### src/rtl/th_disp_sel.sv
// DHT11 temperature/humidity display selector: shadows sensor bytes, pages between
// temperature and humidity, blanks on stale/no data. Optional alarm blink: TH_ALARM_EN.
module th_disp_sel #(
    parameter int CLK_FREQ    = 50_000_000,
    parameter int PAGE_MS     = 3000,
    parameter int STALE_MS    = 5000,
    parameter int MODE        = 0,
    parameter int TEMP_HI_X10 = 350
) (
    input  logic        sys_clk,
    input  logic        sys_rst_n,
    input  logic [7:0]  temp_int,
    input  logic [7:0]  temp_deci,
    input  logic [7:0]  humi_int,
    input  logic [7:0]  humi_deci,
    input  logic        dht11_valid,
    input  logic        key_flag,
    output logic [19:0] data,
    output logic [5:0]  point,
    output logic        seg_en,
    output logic        sign,
    output logic        page,
    output logic        stale,
    output logic        alarm
);
    localparam int MS_DIV = CLK_FREQ / 1000;
    localparam int MS_W   = (MS_DIV > 1) ? $clog2(MS_DIV) : 1;
    localparam int PG_W   = $clog2(PAGE_MS + 1);
    localparam int ST_W   = $clog2(STALE_MS + 1);

    logic [MS_W-1:0] ms_cnt_q, ms_cnt_d;
    logic [PG_W-1:0] pg_tmr_q, pg_tmr_d;
    logic [ST_W-1:0] st_tmr_q, st_tmr_d;
    logic [7:0]      t_int_q, t_int_d, t_deci_q, t_deci_d;
    logic [7:0]      h_int_q, h_int_d, h_deci_q, h_deci_d;
    logic            page_q, page_d, stale_q, stale_d, nodata_q, nodata_d;
    logic [19:0]     data_q, data_d;
    logic [5:0]      point_q, point_d;
    logic            sign_q, sign_d, seg_en_q, seg_en_d;
    logic            ms_tick, pg_timeout, seg_on, blink_off;
    logic [7:0]      int_sel, deci_sel;
    logic [3:0]      deci_clamp;
    logic [11:0]     disp_val;

    always_comb begin
        ms_tick  = (ms_cnt_q == MS_W'(MS_DIV - 1));
        ms_cnt_d = ms_tick ? '0 : ms_cnt_q + 1'b1;

        t_int_d  = t_int_q;
        t_deci_d = t_deci_q;
        h_int_d  = h_int_q;
        h_deci_d = h_deci_q;
        if (dht11_valid) begin
            t_int_d  = temp_int;
            t_deci_d = temp_deci;
            h_int_d  = humi_int;
            h_deci_d = humi_deci;
        end

        // key and timeout in the same cycle collapse into a single toggle
        pg_timeout = (MODE == 0) && ms_tick && (pg_tmr_q == PG_W'(PAGE_MS - 1));
        page_d     = page_q ^ (key_flag | pg_timeout);
        pg_tmr_d   = pg_tmr_q;
        if ((MODE != 0) || key_flag || pg_timeout) pg_tmr_d = '0;
        else if (ms_tick)                          pg_tmr_d = pg_tmr_q + 1'b1;

        st_tmr_d = st_tmr_q;
        if (dht11_valid)                                      st_tmr_d = '0;
        else if (ms_tick && (st_tmr_q != ST_W'(STALE_MS)))    st_tmr_d = st_tmr_q + 1'b1;
        stale_d  = !dht11_valid && (st_tmr_d == ST_W'(STALE_MS));
        nodata_d = nodata_q & ~dht11_valid;

        int_sel    = page_q ? h_int_q  : t_int_q;
        deci_sel   = page_q ? h_deci_q : {1'b0, t_deci_q[6:0]};
        deci_clamp = (deci_sel > 8'd9) ? 4'd9 : deci_sel[3:0];
        disp_val   = 12'(int_sel) * 12'd10 + 12'(deci_clamp);

        seg_on   = !nodata_q && !stale_q && !blink_off;
        data_d   = {8'b0, disp_val};
        point_d  = seg_on ? 6'b000010 : 6'b000000;
        sign_d   = !page_q && t_deci_q[7];
        seg_en_d = seg_on;
    end

    always_ff @(posedge sys_clk or negedge sys_rst_n) begin
        if (!sys_rst_n) begin
            ms_cnt_q <= '0;
            pg_tmr_q <= '0;
            st_tmr_q <= '0;
            t_int_q  <= '0;
            t_deci_q <= '0;
            h_int_q  <= '0;
            h_deci_q <= '0;
            page_q   <= 1'b0;
            stale_q  <= 1'b0;
            nodata_q <= 1'b1;
            data_q   <= '0;
            point_q  <= '0;
            sign_q   <= 1'b0;
            seg_en_q <= 1'b0;
        end else begin
            ms_cnt_q <= ms_cnt_d;
            pg_tmr_q <= pg_tmr_d;
            st_tmr_q <= st_tmr_d;
            t_int_q  <= t_int_d;
            t_deci_q <= t_deci_d;
            h_int_q  <= h_int_d;
            h_deci_q <= h_deci_d;
            page_q   <= page_d;
            stale_q  <= stale_d;
            nodata_q <= nodata_d;
            data_q   <= data_d;
            point_q  <= point_d;
            sign_q   <= sign_d;
            seg_en_q <= seg_en_d;
        end
    end

`ifdef TH_ALARM_EN
    logic [11:0] temp_val;
    logic [7:0]  blk_cnt_q, blk_cnt_d;
    logic        blk_off_q, blk_off_d, alarm_q, alarm_d;

    always_comb begin
        temp_val  = 12'(t_int_q) * 12'd10
                  + ((t_deci_q[6:0] > 7'd9) ? 12'd9 : 12'(t_deci_q[3:0]));
        alarm_d   = !nodata_q && !t_deci_q[7] && (temp_val >= 12'(TEMP_HI_X10));
        blk_cnt_d = blk_cnt_q;
        blk_off_d = blk_off_q;
        // blink phase restarts in the visible half whenever the alarm rises
        if (!alarm_q) begin
            blk_cnt_d = '0;
            blk_off_d = 1'b0;
        end else if (ms_tick) begin
            if (blk_cnt_q == 8'd249) begin
                blk_cnt_d = '0;
                blk_off_d = ~blk_off_q;
            end else begin
                blk_cnt_d = blk_cnt_q + 1'b1;
            end
        end
    end

    always_ff @(posedge sys_clk or negedge sys_rst_n) begin
        if (!sys_rst_n) begin
            blk_cnt_q <= '0;
            blk_off_q <= 1'b0;
            alarm_q   <= 1'b0;
        end else begin
            blk_cnt_q <= blk_cnt_d;
            blk_off_q <= blk_off_d;
            alarm_q   <= alarm_d;
        end
    end

    assign blink_off = blk_off_q;
    assign alarm     = alarm_q;
`else
    assign blink_off = 1'b0;
    assign alarm     = 1'b0;
`endif

    assign data   = data_q;
    assign point  = point_q;
    assign seg_en = seg_en_q;
    assign sign   = sign_q;
    assign page   = page_q;
    assign stale  = stale_q;
endmodule

### config.mk
export PLATFORM = sky130hd
export DESIGN_NAME = th_disp_sel
export DESIGN_NICKNAME = d
export VERILOG_FILES = /design/src/rtl/th_disp_sel.sv
export SDC_FILE = /design/constraint.sdc
export NUM_CORES = 1
export LEC_CHECK = 0
export ABC_CLOCK_PERIOD_IN_PS = 6940
export BUFFER_PORTS_ARGS = -buffer_cell sky130_fd_sc_hd__buf_2
export CORE_MARGIN = 2
export CORE_UTILIZATION = 59
export DETAILED_ROUTE_END_ITERATION = 7
export PLACE_DENSITY = 0.8
export SYNTH_ARGS = -nofsm -noshare
export SYNTH_HDL_FRONTEND = slang
export SYNTH_SLANG_ARGS = --single-unit
### constraint.sdc
create_clock -name sys_clk -period 6.94 [get_ports sys_clk]
set_input_delay 1.388 -clock sys_clk [delete_from_list [all_inputs] [get_ports sys_clk]]
set_output_delay 1.388 -clock sys_clk [all_outputs]
set_load 0.02 [all_outputs]
After elaboration in Yosys (flattened, before gate mapping)
Index checks and enable logic that the tools add are counted.
{"block": "op_classes", "n_lt_le_gt_ge": 1, "n_bitwise": 4, "multipliers": 1, "add_sub_neg": 4, "n_reduce_logical": 11, "mux": 9, "n_eq_ne": 4}
{"cell": "two-way mux 13 bit", "n": 2}
{"cell": "two-way mux 12 bit", "n": 2}
{"cell": "adder 16 x 1 -> 16 bit, second input constant", "n": 1}
{"cell": "== test 16 bit, second input constant", "n": 1}
{"cell": "two-way mux 16 bit", "n": 1}
{"cell": "two-way mux 8 bit", "n": 2}
{"cell": "adder 13 x 1 -> 13 bit, second input constant", "n": 1}
{"cell": "== test 13 bit, second input constant", "n": 1}
{"cell": "!= test 13 bit, second input constant", "n": 1}
{"cell": "adder 12 x 1 -> 12 bit, second input constant", "n": 1}
{"cell": "adder 12 x 4 -> 12 bit", "n": 1}
{"cell": "== test 12 bit, second input constant", "n": 1}
{"cell": "multiplier 8 x 3 -> 11 bit, second input constant", "n": 1}
{"cell": "greater-than comparator 8 x 4 -> 1 bit, second input constant", "n": 1}
{"cell": "logical AND 1 bit", "n": 5}
{"cell": "zero test 1 bit", "n": 4}
{"cell": "two-way mux 4 bit", "n": 1}
{"cell": "two-way mux 2 bit", "n": 1}
{"cell": "nonzero test 2 bit", "n": 1}
{"cell": "bitwise AND 1 bit", "n": 1}
{"cell": "logical OR 1 bit", "n": 1}
{"cell": "inverter 1 bit", "n": 1}
{"cell": "bitwise OR 1 bit", "n": 1}
{"cell": "XOR 1 bit", "n": 1}
{"block": "word_totals", "regBits": 92, "wordCells": 48, "out_inout_bits": 31, "inputBits": 36}

Depth between registers and ports, before layout
Gate-level depths: netlist (run 1).
{"block": "logic_depth", "depth_word": 6, "ltp_mapped": 12, "depth_no_buf": 11}

Least setup slack after synthesis (run 1)
Ideal clock, no wire load.
{"block": "synth_path", "kind": "register to register", "start": "register page_q (netlist: page)", "end": "register data_q[11] (netlist: data[11])", "stages_incl_launch_ff": 13, "t_arrival_ns": 3.381, "synth_period_minus_slack_ns": 3.467, "setup_time_ns": 0.087, "slack_ns": 3.473, "n_path_buf": 2, "t_required_ns": 6.853, "path_cell_list": "dfrtp_1 -> clkbuf_1 -> buf_1 -> mux2_2 -> ha_1 -> ha_1 -> fa_1 -> a21o_1 -> a311o_1 -> a21oi_1 -> xnor2_1 -> o211ai_1 -> o211ai_1"}
{"block": "synth_between", "elab_chain_len": 4, "word_cells_on_any_way": 6, "classes_between": "1 x add/sub; 1 x mul; 1 x order compare; 3 x mux"}
{"item": "from (decl)", "line_no": "36", "text": "logic page_q, page_d, stale_q, stale_d, nodata_q, nodata_d;"}
{"item": "from (signal assigned)", "line_no": "109", "text": "page_q <= page_d;"}
{"item": "branches (longest 3 deep; another with multiplier 8 x 3 -> 11 bit)"}
{"item": "adder 12 x 4 -> 12 bit *", "line_no": "76", "text": "disp_val = 12'(int_sel) * 12'd10 + 12'(deci_clamp);"}
{"item": "net disp_val[11]", "line_no": "43", "text": "logic [11:0] disp_val;"}
{"item": "to (signal assigned)", "line_no": "112", "text": "data_q <= data_d;"}
{"item": "to (decl)", "line_no": "37", "text": "logic [19:0] data_q, data_d;"}
Mark *: on every way through the listed nets, which the timed path passes.
A chain may end at the register's enable or synchronous reset.

Worst setup path in the final report (run 1)
Same ends and word-level chain as after synthesis.

==> results.yml, run 1 <==
run_status:
  outcome: "completed"
timing:
  tightest_slew_ns: 1.06
  fin_skew_ns: 0.0129
  finalMaxSlewViolations: 0
  final.setup.tns_ns: 0
  hold_viol_final: 0
  finalSetupViolCount: 0
  period_needed_ns: 3.44
  finalCritPeriodShare_pct: 49.6
  relSlewSlack_pct: 29.2
  hold_slack_ns: 0.443
  max_freq_mhz: 290
  rsz0062_at_grt: "false"
  setup_ws_ns: 3.50
yosys:
  synth-async-reset-ratio_pct: 100
  ys_types: 49
  synth_enable_flop_cells: 0
  syn_inst: 414
  syn_area_um2: 4640
  yosysSeqAreaShare_pct: 48.6
  avgSynthCellArea_um2: 11.2
  ys_ff_latch: 90
  ys_warn_count: 0
  synth_top_flop_cell: "dfrtp_1"
placed_design:
  placed_cells: 555
  pre_cts_ws_ns: 3.51
  portBuffers: 52
  globalplace.congestion: 0.819
  dpl.hpwl_um: 6140
  postPlaceCellArea_um2: 4920
cts:
  hold_buffers: 0
  cts_buffers: 9
  cts_setup_buffers: 0
  cts_resized: 0
  numClockSinks: 90
  root_buffer: "clkbuf_8"
  ctsHtreeMaxLevel: 3
  cts.reportedPaths.clkPinSlew_ns: 0.08
  cts_tree: "built"
  clock_path_buffers: 2
  clk_latency_ns: 0.36
setup_path:
  cp_slowest_cell: "dfrtp_1"
  end_kind: "flop"
  required_ns: 7.21
  crit_path_start_kind: "flop"
  worstPathMaxFanout: 19
  critPathArrivalTime_ns: 3.72
  worstPathCellList: "mux2_2, ha_1, ha_1, fa_1, a21o_1, a311o_1, a21oi_1, xnor2_1, o211ai_1, o211ai_1"
  critical_path_class: "flop to flop"
  critPathMaxStageDelay_ns: 0.82
power_and_ir_drop:
  seq_power_share_pct: 39.7
  power.density_nw_per_um2: 306
  intPower_mw: 1.04
  p_sw_uw: 535
  ir_drop_v: 0.000190
  share_clk_of_total_power_pct: 25.0
  p_leak_nw: 2.34
  power_mw: 1.58
  switching_share_pct: 34.0
  pwr-share-comb_pct: 35.3
final_layout:
  nNetsFinal: 521
  fin_util_pct: 66.9
  finalNonFillerCells: 571
  syn_to_final_growth_pct: 11.0
  diodes: 0
  final_cell_area_um2: 5150
  drive_gt1_share_pct: 26.0
run:
  cap_violations: 0
route:
  postRouteAntennaNets: 0
  via_count: 3215
  drc: 0
  viasPerCell: 5.63
  wirelength_um: 8520
  wl_per_cell_um: 14.9
  drt_iter0_markers: 132
  dr.pass1.iters: 4
grt:
  antenna_found_initial: 0
  grt_first_pass_wirelength_um: 14800
  grt_pass1_vias: 3277
  grt_util_all_layers_pct: 21.7
  gr-total-overflow: 0
  grt_max_degree: 59
floorplan:
  io_pins: 67
  die_w_um: 92.6
  core-area_um2: 7690
  die_y_um: 92.6
  row_count: 32
  start_util_pct: 60.3
  fp.dieArea_um2: 8580
worst_hold_path:
  hp-class: "flop to flop"
[cells in the mapped netlist (2+ instances only)]
library cell	number	share of area, %
nand4_1	9	1.2
or3_1	4	0.54
clkbuf_1	8	0.65
and4b_1	2	0.43
nor2b_1	4	0.54
nand2_1	22	1.8
xor2_1	16	3.0
and4_1	4	0.76
nor4_1	5	0.67
dfrtp_1	89	48
inv_1	7	0.57
mux2i_1	5	1.1
a21o_1	4	0.65
fa_1	2	0.86
nor4b_1	3	0.57
or2_2	2	0.27
mux2_2	43	10
o21ai_0	12	1.3
nand3_1	13	1.4
and2_1	5	0.67
a41o_1	2	0.43
buf_1	3	0.24
ha_1	19	5.1
xnor2_1	23	4.3
a21oi_1	15	1.6
o211ai_1	3	0.49
nor2_1	37	3.0
nor3_1	11	1.2
buf_4	16	2.6
and3_1	7	0.94
[placed cells by master, fill, tap and decap left out, types with 3 or more instances in the layout]
master,Yosys,layout
dfrtp_1,89,89
buf_2,0,51
mux2_2,43,43
nor2_1,37,37
xnor2_1,23,23
nand2_1,22,22
ha_1,19,19
xor2_1,16,16
a21oi_1,15,15
conb_1,1,14
nand3_1,13,13
o21ai_0,12,12
nor3_1,11,11
nand4_1,9,9
clkbuf_8,0,9
inv_1,7,7
and3_1,7,7
nor4_1,5,5
mux2i_1,5,5
and2_1,5,5
a21o_1,4,4
and4_1,4,4
nor2b_1,4,4
or3_1,4,4
o211ai_1,3,3
nor4b_1,3,3
[routing by layer]
| layer | up-vias | wire (um) | GRT usage (%) |
|---|---|---|---|
| met4 | 0 | 158 | 8.58 |
| met5 | - | 0 | 0 |
| met2 | 91 | 4080 | 35.3 |
| li1 | 1536 | - | - |
| met3 | 15 | 363 | 4.07 |
| met1 | 1573 | 3920 | 29.1 |
[path summary, 6_finish.rpt]
kind	depth (start not counted)	slack, ns	end	startpoint
setup reg to reg	10	3.50	data[11]$_DFF_PN0_	page$_DFF_PN0_
hold / removal	1	0.44	point[1]$_DFF_PN0_	stale$_DFF_PN0_
min in group asynchronous	1	0.94	ms_cnt_q[11]$_DFF_PN0_	sys_rst_n
max in group asynchronous	2	4.93	t_deci_q[4]$_DFFE_PN0P_	sys_rst_n
hold reg to reg	1	0.44	point[1]$_DFF_PN0_	stale$_DFF_PN0_
setup / recovery	10	3.50	data[11]$_DFF_PN0_	page$_DFF_PN0_
[logic make-up (layout without fill, tap and decap cells)]
family	count (synthesis)	count (layout)	share of synthesized area (%)
flops	90	90	48.6
xor+xnor	39	39	7.37
simple gates	138	138	16.4
buf+inv	34	76	4.05
fa+ha+maj	21	21	5.99
mux	48	48	11.5
compound gates	43	43	5.97
other cells	1	14	0.0809
[power by group through the flow]
stage	Sequential, mW	Combinational [mW]	Clock, mW
after floorplan	0.660	0.403	0
after global placement	0.636	0.535	0
after detailed placement	0.638	0.554	0
after CTS	0.627	0.558	0.400
after global routing	0.634	0.617	0.424
final	0.626	0.556	0.394
[layout make-up]
type | instances | area [um^2]
Clock buffer | 9 | 124
Clock inverter | 7 | 101
Fill cell | 598 | 2540
Inverter | 7 | 26.3
Multi-Input combinational cell | 303 | 2240
Sequential cell | 90 | 2250
Tap cell | 102 | 128
Timing Repair Buffer | 53 | 270
[state kept, by name, indices dropped and copies added (netlist names)]
name      flops
data         12
h_deci_q      8
h_int_q       8
ms_cnt_q     16
nodata_q      1
page          1
pg_tmr_q     12
point         1
sign          1
st_tmr_q     13
stale         1
t_deci_q      8
t_int_q       8
[critical path: cells and delay by family, from the launching register on]
kind	cells	cell delay, ns
adder cells (fa/ha/maj)	3	0.97
flip-flops	1	0.82
XOR/XNOR	1	0.17
AO/OA/AOI/OAI	5	0.95
multiplexers	1	0.46
(Power assumes the default switching activity.)
==> inputs of run 2 (changes only) <==
ABC_CLOCK_PERIOD_IN_PS = 3200   (was 6940)
CORE_UTILIZATION = 57   (was 59)
PLACE_DENSITY = 0.78   (was 0.8)
clock period = 3.2 ns   (was 6.94 ns; I/O delays follow)
==> results.yml, run 2 (synthesized netlist as in run 1, its figures left out) <==
run_status:
  outcome: "completed"
setup_path:
  worstRegToRegCells: 10
  worstReg2RegEnd: "data[11]$_DFF_PN0_"
  critPathArrivalTime_ns: 3.25
  required_ns: 3.48
  r2r_slack_ns: 0.23
  worstPathMaxFanout: 6
  r2r-start: "page$_DFF_PN0_"
  end_kind: "flop"
  critPathMaxStageDelay_ns: 0.43
  crit_path_start_kind: "flop"
  critical_path_class: "flop to flop"
  worstPathCellList: "mux2_2, ha_1, ha_1, fa_1, a21o_1, a311o_1, a21oi_1, xnor2_1, o211ai_1, o211ai_1"
  crit_start: "page$_DFF_PN0_"
  cp_slowest_cell: "dfrtp_2"
route:
  viasPerCell: 5.47
  postRouteAntennaNets: 0
  via_count: 3146
  dr.pass1.iters: 6
  wl_per_cell_um: 14.8
  wirelength_um: 8520
  drt_iter0_markers: 128
  drc: 0
power_and_ir_drop:
  power.density_nw_per_um2: 659
  power_mw: 3.41
  p_leak_nw: 2.37
  ir_drop_v: 0.000458
floorplan:
  start_util_pct: 59.4
  die_y_um: 94.2
  io_pins: 67
  die_w_um: 94.2
  row_count: 32
  fp.dieArea_um2: 8870
  core-area_um2: 7810
grt:
  grt_first_pass_wirelength_um: 14600
  antenna_found_initial: 0
  grt_max_degree: 57
  gr-total-overflow: 0
  grt_util_all_layers_pct: 21.3
  grt_pass1_vias: 3181
cts:
  cts_tree: "built"
  ctsHtreeMaxLevel: 3
  hold_buffers: 0
  cts_buffers: 9
  root_buffer: "clkbuf_8"
  clk_latency_ns: 0.36
  numClockSinks: 90
  clock_path_buffers: 2
  cts.reportedPaths.clkPinSlew_ns: 0.09
timing:
  final.setup.tns_ns: 0
  hold_viol_final: 0
  finalMaxSlewViolations: 0
  tightest_slew_ns: 0.694
  finalCritPeriodShare_pct: 92.8
  rsz0062_at_grt: "false"
  relSlewSlack_pct: 53.7
  setup_ws_ns: 0.231
  finalSetupViolCount: 0
  fin_skew_ns: 0.0139
  max_freq_mhz: 337
  period_needed_ns: 2.97
  hold_slack_ns: 0.310
placed_design:
  pre_cts_ws_ns: 0.183
  placed_cells: 560
  globalplace.congestion: 0.848
  portBuffers: 52
  dpl.hpwl_um: 6440
worst_hold_path:
  hp-class: "primary input to async pin"
final_layout:
  finalNonFillerCells: 575
  final_cell_mix: "dfrtp_1, buf_2, mux2_2"
  syn_to_final_growth_pct: 11.6
  largest_register_ffs: 16
  nNetsFinal: 526
  reg.largest.list: "ms_cnt_q: 16 flops, st_tmr_q: 13 flops"
  drive_gt1_share_pct: 26.6
  layout_commonest_cell: "dfrtp_1"
  top_register: "ms_cnt_q"
  diodes: 0
run:
  cap_violations: 0
-- run 2: cell count changes in the layout (fill, tap and decap cells not counted), sizes merged --
cell and delta:
clkinv -1, clkbuf +3, bufinv -1, buf +5
clkinvlp -2
-- run 2: worst max-delay path: cells and delay by family, from the launching register on --
kind	cells	cell delay (ns)
compound gates	5	0.96
xor+xnor	1	0.18
mux	1	0.39
fa+ha+maj	3	0.95
flops	1	0.43
-- run 2: how the worst max path moves through the flow --
stage | to | slack (ns) | cells after the start
2_1_floorplan | data[11]$_DFF_PN0_ | 0.06 | 12
3_3_place_gp | data[11]$_DFF_PN0_ | 0.24 | 10
3_5_place_dp | data[11]$_DFF_PN0_ | 0.18 | 10
4_1_cts | data[11]$_DFF_PN0_ | 0.17 | 10
5_1_grt | data[11]$_DFF_PN0_ | 0.04 | 10
6_report | data[11]$_DFF_PN0_ | 0.23 | 10
-- run 2: repair_timing --
action                                  4_1_cts  5_1_grt
buffers inserted                              0        0
endpoints found under the setup margin        0        2
resized for setup                             0        1
-- run 2: metal layers --
layer / vias up / wire length (um) / GRT usage, %
met3: 16 / 290 / 3.77
li1: 1539 / - / -
met2: 66 / 4270 / 35.4
met4: 0 / 174 / 9.06
met1: 1525 / 3780 / 27.5
met5: - / 0 / 0
-- run 2: cell type report --
class	instances	area (um^2)
clock buffers	12	155
clock inverters	3	47.5
fillers	599	2630
inverters	7	26.3
multi-input cells	303	2240
flip-flops and latches	90	2250
well taps	102	128
repair buffers	58	320
-- run 2: report_power, final --
| part | internal, mW | switching, mW |
|---|---|---|
| registers | 1.27 | 0.0554 |
| logic | 0.570 | 0.713 |
| clock network | 0.404 | 0.398 |
-- run 2: per-stage QoR --
step / cell area (um^2) / util, %
floorplan: 4690 / -
detailed placement: 4970 / 63.7
CTS: 5170 / 66.3
global placement: 4970 / 63.7
finish: 5170 / 66.3
global route: 5170 / 66.3
==> inputs of run 3 (changes only) <==
CELL_PAD_IN_SITES_DETAIL_PLACEMENT = 1   (was default)
CELL_PAD_IN_SITES_GLOBAL_PLACEMENT = 1   (was default)
CORE_UTILIZATION = 45   (was 57)
PLACE_DENSITY = 0.77   (was 0.78)
==> results.yml, run 3 (synthesized netlist as in run 1, its figures left out) <==
cts:
  clk_latency_ns: 0.36
  hold_buffers: 0
  cts_buffers: 9
  numClockSinks: 90
  clock_path_buffers: 2
  root_buffer: "clkbuf_8"
  cts.reportedPaths.clkPinSlew_ns: 0.09
  ctsHtreeMaxLevel: 3
  cts_tree: "built"
floorplan:
  start_util_pct: 45.7
  core-area_um2: 10100
  die_w_um: 105
  die_y_um: 105
  fp.dieArea_um2: 11100
  io_pins: 67
  row_count: 37
placed_design:
  pre_cts_ws_ns: 0.170
  globalplace.congestion: 0.841
  placed_cells: 594
  portBuffers: 52
  dpl.hpwl_um: 7680
final_layout:
  reg.largest.list: "ms_cnt_q: 16 flops, st_tmr_q: 13 flops"
  layout_commonest_cell: "dfrtp_1"
  diodes: 0
  syn_to_final_growth_pct: 12.5
  largest_register_ffs: 16
  drive_gt1_share_pct: 27.4
  fin_util_pct: 51.5
  finalNonFillerCells: 611
  nNetsFinal: 527
  top_register: "ms_cnt_q"
  final_cell_mix: "dfrtp_1, buf_2, mux2_2"
setup_path:
  worstPathMaxFanout: 5
  end_kind: "flop"
  critical_path_class: "flop to flop"
  required_ns: 3.47
  crit_start: "page$_DFF_PN0_"
  r2r-start: "page$_DFF_PN0_"
  critPathArrivalTime_ns: 3.22
  crit_path_start_kind: "flop"
worst_hold_path:
  hp-class: "primary input to async pin"
route:
  via_count: 3255
  postRouteAntennaNets: 0
  wl_per_cell_um: 16.9
  dr.pass1.iters: 5
  viasPerCell: 5.33
  drc: 0
  wirelength_um: 10300
  drt_iter0_markers: 95
power_and_ir_drop:
  power_mw: 3.48
  ir_drop_v: 0.000569
  pwr-share-comb_pct: 39.3
  intPower_mw: 2.22
  seq_power_share_pct: 38.3
  power.density_nw_per_um2: 668
  p_leak_nw: 2.36
  share_clk_of_total_power_pct: 22.4
  switching_share_pct: 36.2
  p_sw_mw: 1.26
timing:
  final.setup.tns_ns: 0
  finalCritPeriodShare_pct: 92.1
  relSlewSlack_pct: 51.8
  finalSetupViolCount: 0
  setup_ws_ns: 0.253
  tightest_slew_ns: 0.723
  period_needed_ns: 2.95
  fin_skew_ns: 0.0103
  hold_viol_final: 0
  rsz0062_at_grt: "false"
  max_freq_mhz: 339
  finalMaxSlewViolations: 0
grt:
  grt_first_pass_wirelength_um: 17700
  grt_pass1_vias: 3492
  antenna_found_initial: 0
  grt_max_degree: 56
  grt_util_all_layers_pct: 20.1
  gr-total-overflow: 0
run:
  cap_violations: 0
run_status:
  outcome: "completed"
==> run 3: cell count changes in the layout (fill, tap and decap cells not counted), moves of 2 or more <==
| cell | change |
|---|---|
| clkbuf_8 | -2 |
| a21oi_2 | +2 |
| clkinvlp_4 | +3 |
| a21oi_1 | -2 |
==> run 3: power groups by stage <==
stage | clock [mW] | sequential, mW | combinational, mW
final | 0.780 | 1.33 | 1.37
after floorplan | 0 | 1.43 | 0.880
after global routing | 0.860 | 1.35 | 1.51
after global placement | 0 | 1.35 | 1.26
after CTS | 0.810 | 1.33 | 1.34
after detailed placement | 0 | 1.35 | 1.32
==> run 3: per-layer routing <==
| metal | part of all wire (%) | routed length, um | vias to the layer above | global-route usage [%] |
|---|---|---|---|---|
| li1 | - | - | 1540 | - |
| met1 | 44 | 4560 | 1651 | 25.5 |
| met2 | 52 | 5340 | 53 | 35.0 |
| met3 | 2.6 | 270 | 11 | 3.28 |
| met4 | 1.6 | 169 | 0 | 6.86 |
| met5 | 0 | 0 | - | 0 |
==> run 3: through the flow <==
stage	instance area (um^2)	hold slack [ns]
global route	5220	0.357
floorplan	4690	0.344
detailed placement	5000	0.418
global placement	5000	0.404
CTS	5190	0.342
finish	5220	0.326
==> run 3: layout make-up <==
cell class | instances | area (um^2)
clock buffers | 10 | 128
clock inverters | 6 | 66.3
fillers | 1110 | 4920
inverters | 7 | 26.3
multi-input cells | 303 | 2250
flip-flops and latches | 90 | 2250
well taps | 136 | 170
repair buffers | 59 | 319
==> run 3: what timing repair did <==
item	in CTS	in global routing
setup endpoints to repair	0	1
gates resized for setup	0	4
setup buffers	0	1
hold endpoints to repair	0	0
==> run 3: worst paths after layout <==
path	slack, ns	cells past startpoint	to
setup reg to reg	0.25	11	data[11]$_DFF_PN0_
hold reg to reg	0.44	1	point[1]$_DFF_PN0_
min in group sys_clk	0.44	1	point[1]$_DFF_PN0_
max in group asynchronous	2.08	2	nodata_q$_DFF_PN1_
hold / removal	0.33	1	pg_tmr_q[4]$_DFFE_PN0P_
setup / recovery	0.25	11	data[11]$_DFF_PN0_
==> run 3: critical path: stages, from the launching register on <==
cell and delay, ns:
dfrtp_1 0.43, buf_4 0.18, mux2_2 0.36, ha_1 0.21, ha_1 0.23, fa_2 0.36, a21o_1 0.20, a311o_1 0.36
a21oi_2 0.15, xnor2_1 0.17, o211ai_1 0.12, o211ai_1 0.10
